[src/rtl/lab3_pkg.sv]
// Shared types and constants for the lab3 ALU operand loader.
package lab3_pkg;

    typedef enum logic {
        IDLE  = 1'b0,
        ISSUE = 1'b1
    } ldr_state_t;

    localparam logic [1:0] SEL_A   = 2'b00;
    localparam logic [1:0] SEL_B   = 2'b01;
    localparam logic [1:0] SEL_CLR = 2'b11;

endpackage

[src/rtl/key_debounce.sv]
// Raw push-button conditioner: 2-flop synchronizer, stability counter and
// a one-cycle press pulse on an accepted release-to-pressed transition.
module key_debounce #(
    parameter int unsigned DEBOUNCE_CYCLES = 500000
) (
    input  logic clk,
    input  logic reset,
    input  logic key_n,
    output logic press
);

    localparam int unsigned CW = $clog2(DEBOUNCE_CYCLES + 1);

    logic          sync1_q;
    logic          sync2_q;
    logic          lvl_q;
    logic          press_q;
    logic [CW-1:0] cnt_q;
    logic          accept_c;

    // Synchronized level has differed from the accepted one long enough.
    assign accept_c = (sync2_q != lvl_q) && (cnt_q == CW'(DEBOUNCE_CYCLES));

    // Synchronize, qualify the level and generate the press pulse.
    always_ff @(posedge clk) begin
        if (reset) begin
            sync1_q <= 1'b1;
            sync2_q <= 1'b1;
            lvl_q   <= 1'b1;
            cnt_q   <= '0;
            press_q <= 1'b0;
        end else begin
            sync1_q <= key_n;
            sync2_q <= sync1_q;
            press_q <= accept_c && lvl_q;
            if (sync2_q == lvl_q) begin
                cnt_q <= '0;
            end else if (accept_c) begin
                lvl_q <= sync2_q;
                cnt_q <= '0;
            end else begin
                cnt_q <= cnt_q + CW'(1);
            end
        end
    end

    assign press = press_q;

endmodule

[src/rtl/alu_operand_loader.sv]
// Builds ALU operands a nibble at a time from switches and issues them
// downstream over a valid/ready handshake on a debounced run press.
module alu_operand_loader
    import lab3_pkg::*;
#(
    parameter int unsigned DEBOUNCE_CYCLES = 500000,
    parameter int unsigned WIDTH           = 16
) (
    input  logic             clk,
    input  logic             reset,
    input  logic             enter_n,
    input  logic             run_n,
    input  logic [3:0]       sw_nib,
    input  logic [2:0]       sw_op,
    input  logic [1:0]       sw_sel,
    output logic [WIDTH-1:0] op_a,
    output logic [WIDTH-1:0] op_b,
    output logic [2:0]       op_ctrl,
    output logic             op_valid,
    input  logic             op_ready,
    output logic [2:0]       cnt_a,
    output logic [2:0]       cnt_b,
    output logic             err
);

    localparam logic [2:0] CNT_MAX = 3'(WIDTH / 4);

    logic             enter_p;
    logic             run_p;
    ldr_state_t       state_q, state_d;
    logic [WIDTH-1:0] op_a_q, op_a_d;
    logic [WIDTH-1:0] op_b_q, op_b_d;
    logic [2:0]       op_ctrl_q, op_ctrl_d;
    logic             op_valid_q, op_valid_d;
    logic [2:0]       cnt_a_q, cnt_a_d;
    logic [2:0]       cnt_b_q, cnt_b_d;
    logic             err_q, err_d;

    key_debounce #(.DEBOUNCE_CYCLES(DEBOUNCE_CYCLES)) u_enter_db (
        .clk   (clk),
        .reset (reset),
        .key_n (enter_n),
        .press (enter_p)
    );

    key_debounce #(.DEBOUNCE_CYCLES(DEBOUNCE_CYCLES)) u_run_db (
        .clk   (clk),
        .reset (reset),
        .key_n (run_n),
        .press (run_p)
    );

    // State register.
    always_ff @(posedge clk) begin
        if (reset) begin
            state_q <= IDLE;
        end else begin
            state_q <= state_d;
        end
    end

    // Next-state: issue only with both operands non-empty; leave on handshake.
    always_comb begin
        state_d = state_q;
        case (state_q)
            IDLE: begin
                if (!enter_p && run_p && (cnt_a_q != 3'd0) && (cnt_b_q != 3'd0)) begin
                    state_d = ISSUE;
                end
            end
            ISSUE: begin
                if (op_ready) begin
                    state_d = IDLE;
                end
            end
            default: state_d = IDLE;
        endcase
    end

    // Datapath next values; enter takes priority over run in the same cycle.
    always_comb begin
        op_a_d     = op_a_q;
        op_b_d     = op_b_q;
        op_ctrl_d  = op_ctrl_q;
        op_valid_d = op_valid_q;
        cnt_a_d    = cnt_a_q;
        cnt_b_d    = cnt_b_q;
        err_d      = err_q;
        case (state_q)
            IDLE: begin
                if (enter_p) begin
                    case (sw_sel)
                        SEL_A: begin
                            op_a_d  = {op_a_q[WIDTH-5:0], sw_nib};
                            cnt_a_d = (cnt_a_q == CNT_MAX) ? CNT_MAX : cnt_a_q + 3'd1;
                            err_d   = 1'b0;
                        end
                        SEL_B: begin
                            op_b_d  = {op_b_q[WIDTH-5:0], sw_nib};
                            cnt_b_d = (cnt_b_q == CNT_MAX) ? CNT_MAX : cnt_b_q + 3'd1;
                            err_d   = 1'b0;
                        end
                        SEL_CLR: begin
                            op_a_d  = '0;
                            op_b_d  = '0;
                            cnt_a_d = 3'd0;
                            cnt_b_d = 3'd0;
                            err_d   = 1'b0;
                        end
                        default: ;
                    endcase
                end else if (run_p) begin
                    if ((cnt_a_q != 3'd0) && (cnt_b_q != 3'd0)) begin
                        op_ctrl_d  = sw_op;
                        op_valid_d = 1'b1;
                    end else begin
                        err_d = 1'b1;
                    end
                end
            end
            ISSUE: begin
                if (op_ready) begin
                    op_valid_d = 1'b0;
                end
            end
            default: op_valid_d = 1'b0;
        endcase
    end

    // Operand, control and status registers.
    always_ff @(posedge clk) begin
        if (reset) begin
            op_a_q     <= '0;
            op_b_q     <= '0;
            op_ctrl_q  <= 3'd0;
            op_valid_q <= 1'b0;
            cnt_a_q    <= 3'd0;
            cnt_b_q    <= 3'd0;
            err_q      <= 1'b0;
        end else begin
            op_a_q     <= op_a_d;
            op_b_q     <= op_b_d;
            op_ctrl_q  <= op_ctrl_d;
            op_valid_q <= op_valid_d;
            cnt_a_q    <= cnt_a_d;
            cnt_b_q    <= cnt_b_d;
            err_q      <= err_d;
        end
    end

    assign op_a     = op_a_q;
    assign op_b     = op_b_q;
    assign op_ctrl  = op_ctrl_q;
    assign op_valid = op_valid_q;
    assign cnt_a    = cnt_a_q;
    assign cnt_b    = cnt_b_q;
    assign err      = err_q;

endmodule
[config.mk]
export PLATFORM = sky130hd
export DESIGN_NAME = alu_operand_loader
export DESIGN_NICKNAME = d
export VERILOG_FILES = /design/src/rtl/lab3_pkg.sv /design/src/rtl/key_debounce.sv /design/src/rtl/alu_operand_loader.sv
export SDC_FILE = /design/constraint.sdc
export NUM_CORES = 1
export LEC_CHECK = 0
export BUFFER_PORTS_ARGS = -buffer_cell sky130_fd_sc_hd__clkbuf_2
export CAP_MARGIN = 20
export CORE_MARGIN = 1.5
export CORE_UTILIZATION = 25
export DETAILED_ROUTE_END_ITERATION = 6
export MAX_ROUTING_LAYER = met4
export PLACE_DENSITY = 0.42
export REMOVE_ABC_BUFFERS = 1
export SLEW_MARGIN = 40
export SYNTH_ARGS = -nofsm -noshare
export SYNTH_HDL_FRONTEND = slang
export SYNTH_SLANG_ARGS = --single-unit
[constraint.sdc]
create_clock -name clk -period 3.4 [get_ports clk]
set_input_delay 0.85 -clock clk [delete_from_list [all_inputs] [get_ports clk]]
set_output_delay 0.85 -clock clk [all_outputs]
set_load 0.01 [all_outputs]
; Yosys cells after proc, flatten, opt, wreduce, memory -nomap -nowiden
; Cells that the tools add are included.
[word_totals]
regBits = 90
input_bits = 14
output_inout_bits = 43
wordCells = 85
[classes]
addsub = 4
n_reduce_logical = 25
mux = 18
eq_ne = 16
n_bitwise = 4
[ops]
columns = cell, n
row1 = 16-bit case mux with 2 select lines, 2
row2 = "19-bit by 1-bit adder with 19-bit output, second input constant", 2
row3 = "19-bit equality test, second input constant", 2
row4 = 3-bit case mux with 2 select lines, 2
row5 = 4-bit AND reduction, 3
row6 = 1-bit 2-to-1 mux, 10
row7 = 3-bit OR reduction, 3
row8 = 1-bit logical AND, 8
row9 = "2-bit inequality test, second input constant", 4
row10 = "3-bit by 1-bit adder with 3-bit output, second input constant", 2
row11 = "3-bit equality test, second input constant", 2
row12 = 3-bit 2-to-1 mux, 2
row13 = 3-bit AND reduction, 2
row14 = 2-bit nonzero test, 3
row15 = 3-bit nonzero test, 2
row16 = "2-bit by 1-bit inequality test with 1-bit output, second input constant", 2
row17 = 1-bit NOT, 4
row18 = 1-bit case mux with 2 select lines, 2
row19 = 2-bit AND reduction, 2
row20 = 1-bit equality test, 2
row21 = "2-bit by 1-bit equality test with 1-bit output, second input constant", 1
row22 = "2-bit equality test, second input constant", 1
row23 = 2-bit logical NOT, 1
row24 = 1-bit inequality test, 2
row25 = 1-bit logical NOT, 1

; Longest topological paths before layout
; Gate-level depths: netlist of the first run.
[depth]
depth_word = 6
depth_mapped = 8
ltp_nobuf = 6

; By module
; From an unflattened synthesis of the first run, not the netlist that was laid out.
[hier_totals]
cells_unflattened = 455
area_unflattened_um2 = 4076.4
[by_module_without_submodules]
columns = mod, area_each_um2, n_inst, seq_area_each_um2, cells_each
row1 = key_debounce, 1027.2, 2, 460.4, 116
row2 = alu_operand_loader, 2021.9, 1, 880.8, 223

; Worst setup path after synthesis of the first run
; Ideal clock, no wire load.
[synth_timing]
path_kind = input-to-reg
startpoint = input sw_sel[0]
endpoint = register op_b_q[13], in the netlist op_b[13]
setup_ns = 0.071
path_slack_ns = 1.159
n_path_buf = 2
t_arrival_ns = 2.170
required_ns = 3.329
cell_stages = 7
cell_sequence = ha_1 -> clkbuf_1 -> nor2_1 -> nor2_1 -> clkbuf_1 -> nand3b_1 -> a21oi_1
[synth_between]
elab_chain_cells = 3
word_cells_on_any_way = 5
cone_classes = eq/ne (2) / mux (1) / reduce/logical (2)
[synth_lines]
columns = element, line
row1 = from (decl), alu_operand_loader.sv:15  ; input logic [1:0] sw_sel,
row2 = 2-bit equality test or 2-bit by 1-bit equality test with 1-bit output (tied branches), alu_operand_loader.sv:92  ; case (sw_sel)
row3 = 2-bit nonzero test (no source line), --
row4 = 3-bit AND reduction (no source line), --
row5 = to (signal assigned), alu_operand_loader.sv:142  ; op_b_q <= op_b_d;
row6 = to (decl), alu_operand_loader.sv:32  ; logic [WIDTH-1:0] op_b_q, op_b_d;
; Several ways; a longest one is shown, not always the timed one.
; A chain may end at the register's enable or synchronous reset.

; Worst setup path in the final report of the first run
[layout_timing]
startpoint = register u_run_db.cnt_q[0]
endpoint = register u_run_db.cnt_q[10]
[layout_between]
elab_chain_cells = 3
word_cells_on_any_way = 4
cone_classes = add/sub (1) / eq/ne (1) / reduce/logical (2)
[layout_lines]
columns = element, line
row1 = from (decl), key_debounce.sv:18  ; logic [CW-1:0] cnt_q;
row2 = from (signal assigned), key_debounce.sv:42  ; cnt_q <= cnt_q + CW'(1);
row3 = branches (longest 3 deep; another with 19-bit by 1-bit adder with 19-bit output), --
; Parallel ways; which one is timed is not known.

==> results of run 1 <==
## cell type report
type,instances,share of cell area (%)
clock inverters,2,0.217
well taps,188,5.10
inverters,20,1.63
clock buffers,14,5.94
flip-flops and latches,90,39.1
multi-input cells,315,41.3
repair buffers,60,6.73
## per-stage QoR
step / worst slack, ns / std cells / utilization, % / hold WS [ns]
floorplan: 0.936 / 425 / - / 0.389
global placement: 0.699 / 672 / 28.5 / 0.406
detailed placement: 0.636 / 672 / 28.5 / 0.395
CTS: 0.990 / 688 / 30.4 / 0.407
global route: 0.948 / 689 / 30.4 / 0.425
finish: 1.22 / 689 / 30.4 / 0.406
## flip-flops by register name (all words and copies together) (netlist names)
signal	count
u_enter_db.press	1
u_run_db.press	1
op_b	16
u_enter_db.lvl_q	1
u_run_db.sync2_q	1
u_run_db.lvl_q	1
err	1
u_enter_db.sync1_q	1
op_valid	1
u_run_db.sync1_q	1
cnt_a	3
op_ctrl	3
cnt_b	3
u_enter_db.sync2_q	1
op_a	16
u_enter_db.cnt_q	19
state_q	1
u_run_db.cnt_q	19
## Yosys cell counts (all sizes together), types with 7 or more instances
cell type / number / share of area (%)
inv: 20 / 1.9
nand4: 11 / 1.9
ha: 11 / 3.6
nand3: 17 / 2.2
nor2: 49 / 4.7
o21ai: 7 / 0.90
nand3b: 28 / 5.4
nor3: 10 / 1.3
clkbuf: 18 / 1.7
xnor2: 18 / 4.1
a21oi: 50 / 6.5
dfxtp: 90 / 47
xor2: 10 / 2.3
nand2: 44 / 4.3
## cell families (layout without fill, tap and decap cells)
logic type,count (synthesis),after routing
XOR/XNOR,28,28
AND/OR/NAND/NOR,202,202
buffers and inverters,41,96
AO/OA/AOI/OAI,71,71
adder cells (fa/ha/maj),11,11
flip-flops,90,90
multiplexers,3,3
## worst max-delay path, delay by kind of cell, from the launching register on
| kind | cells | cell delay, ns |
|---|---|---|
| compound gates | 1 | 0.61 |
| fa+ha+maj | 1 | 0.15 |
| buf+inv | 1 | 0.06 |
| flops | 1 | 0.34 |
| simple gates | 3 | 0.86 |
## power by group through the flow
stage | Sequential [mW] | Combinational (mW) | Clock [mW]
after floorplan | 1.08 | 0.0216 | 0
after global placement | 1.08 | 0.0503 | 0
after detailed placement | 1.08 | 0.0504 | 0
after CTS | 1.06 | 0.0506 | 0.997
after global routing | 1.06 | 0.0548 | 1.04
final | 1.06 | 0.0490 | 0.951
## per-layer routing
metal | track usage, % | up-vias
li1 | - | 1635
met1 | 15.7 | 1493
met2 | 17.9 | 68
met3 | 2.22 | 12
met4 | 5.41 | 0
met5 | - | -
## worst min-delay path by stage
stage | start | to | slack (ns)
after floorplan | u_enter_db.sync1_q | u_enter_db.sync2_q | 0.39
after global placement | u_run_db.sync1_q | u_run_db.sync2_q | 0.41
after detailed placement | u_run_db.sync1_q | u_run_db.sync2_q | 0.39
after CTS | u_run_db.sync1_q | u_run_db.sync2_q | 0.41
after global routing | u_run_db.sync1_q | u_run_db.sync2_q | 0.42
final | u_run_db.sync1_q | u_run_db.sync2_q | 0.41
==> results.tsv, run 1 <==
stage	metric	value	unit
run_status	outcome	complete, no violations	
power	pwr-share-seq	51.4	%
final_layout	seq_area	0.00180	mm^2
final_layout	diodes	0	
cts	cts_made_buffers	9	
worst_setup_path	crit_end	u_run_db.cnt_q[10]	
sta	tightest_slew	0.695	ns
drt	wl_met3	350	um
place	place_congestion	0.740	
worst_setup_path	arrival	2.38	ns
floorplan	die_area	0.0163	mm^2
synthesis	synth_area_per_cell	8.69	um^2
drt	wl_per_cell	12.9	um
worst_setup_path	crit_required	3.60	ns
grt	antenna_found_initial	0	
synthesis	synth-xor-area-share	6.33	%
grt	grt_pass1_wl	15.0	mm
cts	cts-root-buf	clkbuf_16	
drt	top_layer	met4	
run	max-cap-violations	0	
grt	grt_max_degree	41	
hold_path	hp-class	flop to flop	
synthesis	netlist_instances	446	
sta	rsz0062_at_grt	no	
synthesis	synth_adder_area_share	3.55	%
cts	cts_tree	built	
cts	clk_pin_slew	0.06	ns
floorplan	ios	57	
worst_setup_path	endpoint_kind	flop	
final_layout	multiInputGateArea	0.00190	mm^2
sta	setup_viol	0	
drt	met2_length	3.97	mm
cts	post_cts_buffers	0	
synthesis	ys_ff_latch	90	
power	p_switching	429	uW
floorplan	rows	45	
sta	max_slew_margin	53.7	%
cts	clkSinkCount	90	
sta	clock_skew	0.00496	ns
power	p_leak	1.61	nW
drt	drt_wl_total	8.90	mm
final_layout	final_common_cell	dfxtp_1	
final_layout	fin_area	0.00461	mm^2
floorplan	die_h	127	um
drt	drt_iter0_markers	202	
place	port_buffers	56	
cts	hold_buffers	0	
hold_path	holdPathStages	1	
final_layout	fin_nets	521	
sta	layout_min_cycle_time	2.18	ns
grt	grt.total_usage	12.0	%
sta	tns	0	ns
synthesis	yosys_warnings	0	
power	pwr-share-clk	46.2	%
power	powerDensity	447	mW/mm^2
drt	vias	3208	
worst_setup_path	ff2ff_path_depth	6	
drt	drc	0	
floorplan	core_area	0.0151	mm^2
cts	clockBufferDepth	2	
floorplan	start_util	25.6	%
synthesis	ys_types	43	
synthesis	async_flop_share	0	%
synthesis	synth-compound-area-share	10.5	%
synthesis	synth_edf_count	0	
worst_setup_path	r2r_end	u_run_db.cnt_q[10]	
power	p_int	1.63	mW
worst_setup_path	r2r_slack	1.22	ns
synthesis	synth_top_family_by_area	simple AND/OR/NAND/NOR gates	
worst_setup_path	crit_path_start_kind	flop	
cts	htree_levels	3	
final_layout	layout_common_cells	90 x dfxtp_1, 56 x clkbuf_2, 50 x a21oi_1, 49 x nor2_1, 44 x nand2_1	
synthesis	synthSimpleGateAreaFrac	28.0	%
power	p_sw_share	20.8	%
synthesis	synth_flop_cell	dfxtp_1	
cts	clk_latency	0.34	ns
final_layout	area_growth_syn_to_layout	19.0	%
synthesis	seq_area_frac_synth	46.5	%
place	dpl_cell_area	0.00432	mm^2
final_layout	drive_above_1_share	17.2	%
grt	overflow	0	
sta	fmaxAchievable	0.458	GHz
drt	avgViaCountPerCell	4.66	
synthesis	muxShareOfSynthArea	0.775	%
worst_setup_path	crit_fanout	19	
power	ir_drop	224	uV
worst_setup_path	max_stage_delay	0.61	ns
worst_setup_path	startpoint	u_run_db.cnt_q[0]	
worst_setup_path	worstSetupPathType	flop to flop	
sta	finalCritPeriodShare	64.1	%
worst_setup_path	worstPathCellList	inv_1 > ha_1 > or4bb_1 > nor3_1 > a211o_1 > nor2_1	
grt	first_global_vias	3035	
drt	drtPass1Iterations	7	
worst_setup_path	crit_slowest_cell	a211o_1	
place	dp_hpwl	6.11	mm
power	finalPower	2.06	mW
sta	drv_slew	0	
final_layout	fillerInstances	1605	
floorplan	dieWidth	127	um
sta	hold_viol_final	0	
drt	wl_met1	4.40	mm
synthesis	syn-cell-area	0.00387	mm^2
drt	postRouteAntennaNets	0	
power	pwr-share-comb	2.4	%
cts	ctsResizeCount	0	
worst_setup_path	r2r_start	u_run_db.cnt_q[0]	
Note: power is estimated with default switching activity, not from simulation.
==> run 2: changes to the inputs <==
ABC_AREA = 1   (was not set)
PLACE_DENSITY = 0.44   (was 0.42)
clock period = 1.8 ns   (was 3.4 ns; I/O delays follow)
==> results.tsv, run 2 <==
stage	metric	value	unit
drt	drt_iter0_markers	161	
final_layout	reg.largest.list	u_enter_db.cnt_q x19, u_run_db.cnt_q x19	
hold_path	hp-class	input pin to flop	
final_layout	drive_above_1_share	16.4	%
grt	first_global_vias	3267	
sta	max_slew_margin	62.5	%
drt	drc	0	
final_layout	fin_nets	650	
sta	drv_slew	0	
final_layout	layout_common_cells	152 x nand2_1, 90 x dfxtp_1, 84 x nor2_1, 57 x a21oi_1, 56 x clkbuf_2	
cts	cts-root-buf	clkbuf_16	
final_layout	area_growth_syn_to_layout	20.8	%
place	port_buffers	56	
sta	fmaxAchievable	0.632	GHz
worst_setup_path	endpoint_kind	flop	
grt	grt_max_degree	23	
floorplan	rows	46	
grt	grt_pass1_wl	15.7	mm
hold_path	whs_endpoint	u_run_db.sync1_q	
synthesis	yosysMostFrequentCell	nand2_1	
synthesis	synth_commonest_cells	152 x nand2_1, 90 x dfxtp_1, 85 x nor2_1	
grt	overflow	0	
place	place_congestion	0.825	
drt	drtPass1Iterations	4	
synthesis	ys_ff_latch	90	
sta	timing.hold.ws	0.296	ns
synthesis	yosys_warnings	0	
sta	hold_viol_final	0	
cts	cts_tree	built	
sta	rsz0062_at_grt	no	
floorplan	die_h	130	um
sta	clock_skew	0.00582	ns
sta	layout_setup_ws	0.218	ns
cts	htree_levels	3	
sta	tns	0	ns
cts	clk_pin_slew	0.06	ns
power	p_leak	1.74	nW
drt	avgViaCountPerCell	4.27	
power	powerDensity	829	mW/mm^2
cts	clkSinkCount	90	
power	finalPower	4.05	mW
cts	ctsResizeCount	0	
cts	hold_buffers	0	
grt	grt.total_usage	12.2	%
synthesis	ys_types	29	
floorplan	ios	57	
cts	post_cts_buffers	0	
hold_path	min_from	run_n	
worst_setup_path	crit_required	2.02	ns
place	dp_slack	0.0932	ns
power	ir_drop	399	uV
cts	clk_latency	0.33	ns
worst_setup_path	crit_path_start_kind	flop	
drt	vias	3605	
run_status	outcome	complete, no violations	
synthesis	async_flop_share	0	%
floorplan	core_area	0.0158	mm^2
final_layout	post-route-util	30.9	%
synthesis	netlist_instances	563	
worst_setup_path	r2r_start	cnt_a[0]	
synthesis	synth_area_per_cell	7.19	um^2
worst_setup_path	worstSetupPathType	flop to flop	
worst_setup_path	r2r_slack	0.22	ns
synthesis	seq_area_frac_synth	44.5	%
grt	antenna_found_initial	0	
sta	setup_viol	0	
final_layout	fin_area	0.00489	mm^2
synthesis	synth_area_leaders	dfxtp_1 45%, nand2_1 14%, nor2_1 7.9%	
run	max-cap-violations	0	
final_layout	diodes	0	
floorplan	dieWidth	130	um
worst_setup_path	startpoint	cnt_a[0]	
place	placedCellCount	830	
drt	drt_wl_total	9.63	mm
synthesis	synth.largest_area_cell	dfxtp_1	
floorplan	start_util	25.6	%
hold_path	holdPathStages	2	
drt	postRouteAntennaNets	0	
sta	finalCritPeriodShare	87.9	%
synthesis	synth_flop_cell	dfxtp_1	
synthesis	synth_edf_count	0	
final_layout	final_common_cell	nand2_1	
sta	tightest_slew	0.556	ns
worst_setup_path	arrival	1.80	ns
worst_setup_path	crit_fanout	4	
worst_setup_path	ff2ff_path_depth	7	
cts	cts_made_buffers	9	
synthesis	synth_top_area_share	44.5	%
drt	wl_per_cell	11.4	um
cts	clockBufferDepth	2	
place	dpl_cell_area	0.00458	mm^2
synthesis	syn-cell-area	0.00405	mm^2
place	dp_hpwl	7.25	mm
sta	layout_min_cycle_time	1.58	ns
worst_setup_path	r2r_end	op_ctrl[2]	
floorplan	die_area	0.0170	mm^2
final_layout	layout.cells.non_filler	844	
==> run 2: cell families (layout without fill, tap and decap cells) <==
family                     after synthesis  in the layout  synth area share (%)
and+or+nand+nor                        303            303                  32.1
DFF                                     90             90                  44.5
AOI/OAI and AO/OA                       78             78                  9.90
buffers and inverters                   67            132                  7.05
xor gates and xnor gates                14             14                  3.03
adders and majority gates               11             11                  3.40
==> run 2: worst max-delay path, stage by stage, from the launching register on <==
cell and delay, ns:
dfxtp_1 0.38, inv_1 0.09, ha_1 0.23, nand2_1 0.07, o21ai_0 0.21, buf_4 0.23
nor3_1 0.18, nor2_1 0.08
==> run 2: how the worst max path moves through the flow <==
stage               depth (start not counted)          to
floorplan                                   5     op_b[0]
global placement                            7    cnt_a[1]
detailed placement                          7    cnt_a[1]
CTS                                         7  op_ctrl[2]
global route                                7  op_ctrl[0]
finish                                      7  op_ctrl[2]
==> run 2: power by group <==
part | internal (mW) | total [mW] | leakage [nW] | switching, mW
clock | 1.24 | 1.97 | 0.151 | 0.733
combinational | 0.0293 | 0.0835 | 0.865 | 0.0542
sequential | 2.00 | 2.00 | 0.726 | 0.00339
==> run 2: layout make-up <==
cell class                      count  area (um^2)
Fill cell                        1722        10900
Multi-Input combinational cell    406         1960
Sequential cell                    90         1800
Timing Repair Buffer               65          348
Tap cell                          216          270
Clock buffer                       11          243
Inverter                           53          199
Clock inverter                      3         65.1
==> run 2: per-layer routing <==
layer  wire (um)  part of all wire, %  track usage, %
met1        4720                   49            15.5
met2        4450                   46            19.3
met3         361                  3.7            3.24
met4          95                 0.99            3.14
met5           0                    0               -
==> run 3: changes to the inputs <==
CELL_PAD_IN_SITES_DETAIL_PLACEMENT = 0   (was not set)
CELL_PAD_IN_SITES_GLOBAL_PLACEMENT = 2   (was not set)
PLACE_DENSITY = 0.68   (was 0.44)
==> results.tsv, run 3 (synthesized netlist as in run 2, its figures left out) <==
stage	metric	value	unit
power	p_leak	1.73	nW
cts	post_cts_buffers	0	
grt	grt_max_degree	20	
drt	wl_per_cell	11.8	um
grt	grt_pass1_wl	16.5	mm
drt	avgViaCountPerCell	4.27	
place	dp_hpwl	7.52	mm
final_layout	diodes	0	
drt	postRouteAntennaNets	0	
sta	finalCritPeriodShare	90.3	%
cts	hold_buffers	0	
place	placedCellCount	829	
floorplan	core_area	0.0158	mm^2
final_layout	layout_common_cells	152 x nand2_1, 90 x dfxtp_1, 85 x nor2_1, 57 x a21oi_1, 56 x clkbuf_2	
final_layout	drive_above_1_share	16.5	%
final_layout	multiInputGateArea	0.00196	mm^2
floorplan	die_area	0.0170	mm^2
sta	setup_viol	0	
final_layout	fin_nets	649	
cts	clk_pin_slew	0.07	ns
final_layout	post-route-util	30.8	%
drt	drtPass1Iterations	4	
place	port_buffers	56	
worst_setup_path	r2r_slack	0.17	ns
final_layout	seq_area	0.00180	mm^2
cts	ctsResizeCount	0	
sta	rsz0062_at_grt	no	
cts	clkSinkCount	90	
worst_setup_path	cpLargestDelayFamily	simple AND/OR/NAND/NOR gates	
worst_setup_path	worstPathCellList	inv_1 > ha_1 > nand2_1 > nor2_1 > nand2_1 > nor2_2 > nand2_1 > nand2_2 > a21oi_1	
sta	tightest_slew	0.422	ns
sta	tns	0	ns
worst_setup_path	crit_slowest_cell	dfxtp_1	
drt	drt_wl_total	10.0	mm
power	powerDensity	807	mW/mm^2
sta	drv_slew	0	
worst_setup_path	arrival	1.89	ns
floorplan	start_util	25.6	%
floorplan	die_h	130	um
sta	max_slew_margin	71.8	%
worst_setup_path	max_stage_delay	0.42	ns
cts	clk_latency	0.35	ns
run	max-cap-violations	0	
floorplan	dieWidth	130	um
worst_setup_path	path_buf_inv	1	
grt	antenna_found_initial	0	
sta	clock_skew	0.00731	ns
hold_path	hp-class	input pin to flop	
worst_setup_path	crit_fanout	19	
grt	overflow	0	
cts	htree_levels	3	
sta	fmaxAchievable	0.615	GHz
final_layout	reg.largest.list	u_enter_db.cnt_q x19, u_run_db.cnt_q x19	
power	finalPower	3.93	mW
worst_setup_path	cpMostUsedCell	nand2_1	
sta	hold_viol_final	0	
sta	layout_min_cycle_time	1.63	ns
floorplan	rows	46	
cts	cts-root-buf	clkbuf_16	
floorplan	ios	57	
cts	cts_tree	built	
final_layout	area_growth_syn_to_layout	20.4	%
final_layout	layout.cells.non_filler	845	
worst_setup_path	crit_path_start_kind	flop	
worst_setup_path	crit_required	2.06	ns
drt	vias	3609	
worst_setup_path	endpoint_kind	flop	
drt	drt_iter0_markers	147	
worst_setup_path	worstSetupPathType	flop to flop	
place	place_congestion	0.775	
final_layout	fillerInstances	1708	
final_layout	final_common_cell	nand2_1	
power	ir_drop	406	uV
grt	grt.total_usage	12.9	%
cts	cts_made_buffers	9	
drt	drc	0	
cts	clockBufferDepth	2	
grt	first_global_vias	3315	
run_status	outcome	complete, no violations	
[run 3: cell types whose count changed in the layout (fill, tap and decap cells not counted)]
cell / change
nor2_1: +1
inv_8: +1
buf_4: -2
buf_12: +1
clkbuf_1: -1
clkinvlp_4: +2
nor2_2: -1
bufinv_16: -2
inv_6: +1
clkinv_4: +1
[run 3: worst paths after layout]
path,to,depth (start not counted),startpoint
min,u_run_db.sync1_q,2,run_n
min reg2reg,u_enter_db.sync2_q,1,u_enter_db.sync1_q
max,u_enter_db.cnt_q[9],9,u_enter_db.cnt_q[0]
max reg2reg,u_enter_db.cnt_q[9],9,u_enter_db.cnt_q[0]
[run 3: cell type report]
class | count | share of cell area, %
Tap cell | 216 | 5.55
Timing Repair Buffer | 64 | 7.24
Clock buffer | 10 | 4.91
Sequential cell | 90 | 37.0
Clock inverter | 6 | 1.00
Multi-Input combinational cell | 406 | 40.2
Inverter | 53 | 4.08
[run 3: through the flow]
| stage | worst slack (ns) | hold WS (ns) | instance area (um^2) |
|---|---|---|---|
| after floorplan | 0.0566 | 0.389 | 3960 |
| after global placement | 0.119 | 0.392 | 4580 |
| after detailed placement | 0.119 | 0.393 | 4580 |
| after CTS | 0.129 | 0.290 | 4870 |
| after global routing | 0.0191 | 0.296 | 4870 |
| final | 0.175 | 0.299 | 4870 |
[run 3: worst reg2reg max path: stages (launching register included)]
cell and delay [ns]:
dfxtp_1 0.42, inv_1 0.08, ha_1 0.21, nand2_1 0.06, nor2_1 0.04, nand2_1 0.12, nor2_2 0.05, nand2_1 0.09
nand2_2 0.25, a21oi_1 0.24
[run 3: power breakdown]
| group | leakage, nW | switching [mW] | internal [mW] |
|---|---|---|---|
| clock network | 0.137 | 0.855 | 0.989 |
| logic | 0.867 | 0.0547 | 0.0314 |
| registers | 0.726 | 0.00367 | 2.00 |
[run 3: per-layer routing]
metal | wire length (um) | global-route usage, % | part of all wire (%) | vias up
met5 | 0 | - | 0 | -
met4 | 187 | 6.21 | 1.9 | 0
met3 | 353 | 2.21 | 3.5 | 12
met2 | 4540 | 19.5 | 45 | 56
met1 | 4920 | 16.6 | 49 | 1635
li1 | - | - | - | 1906
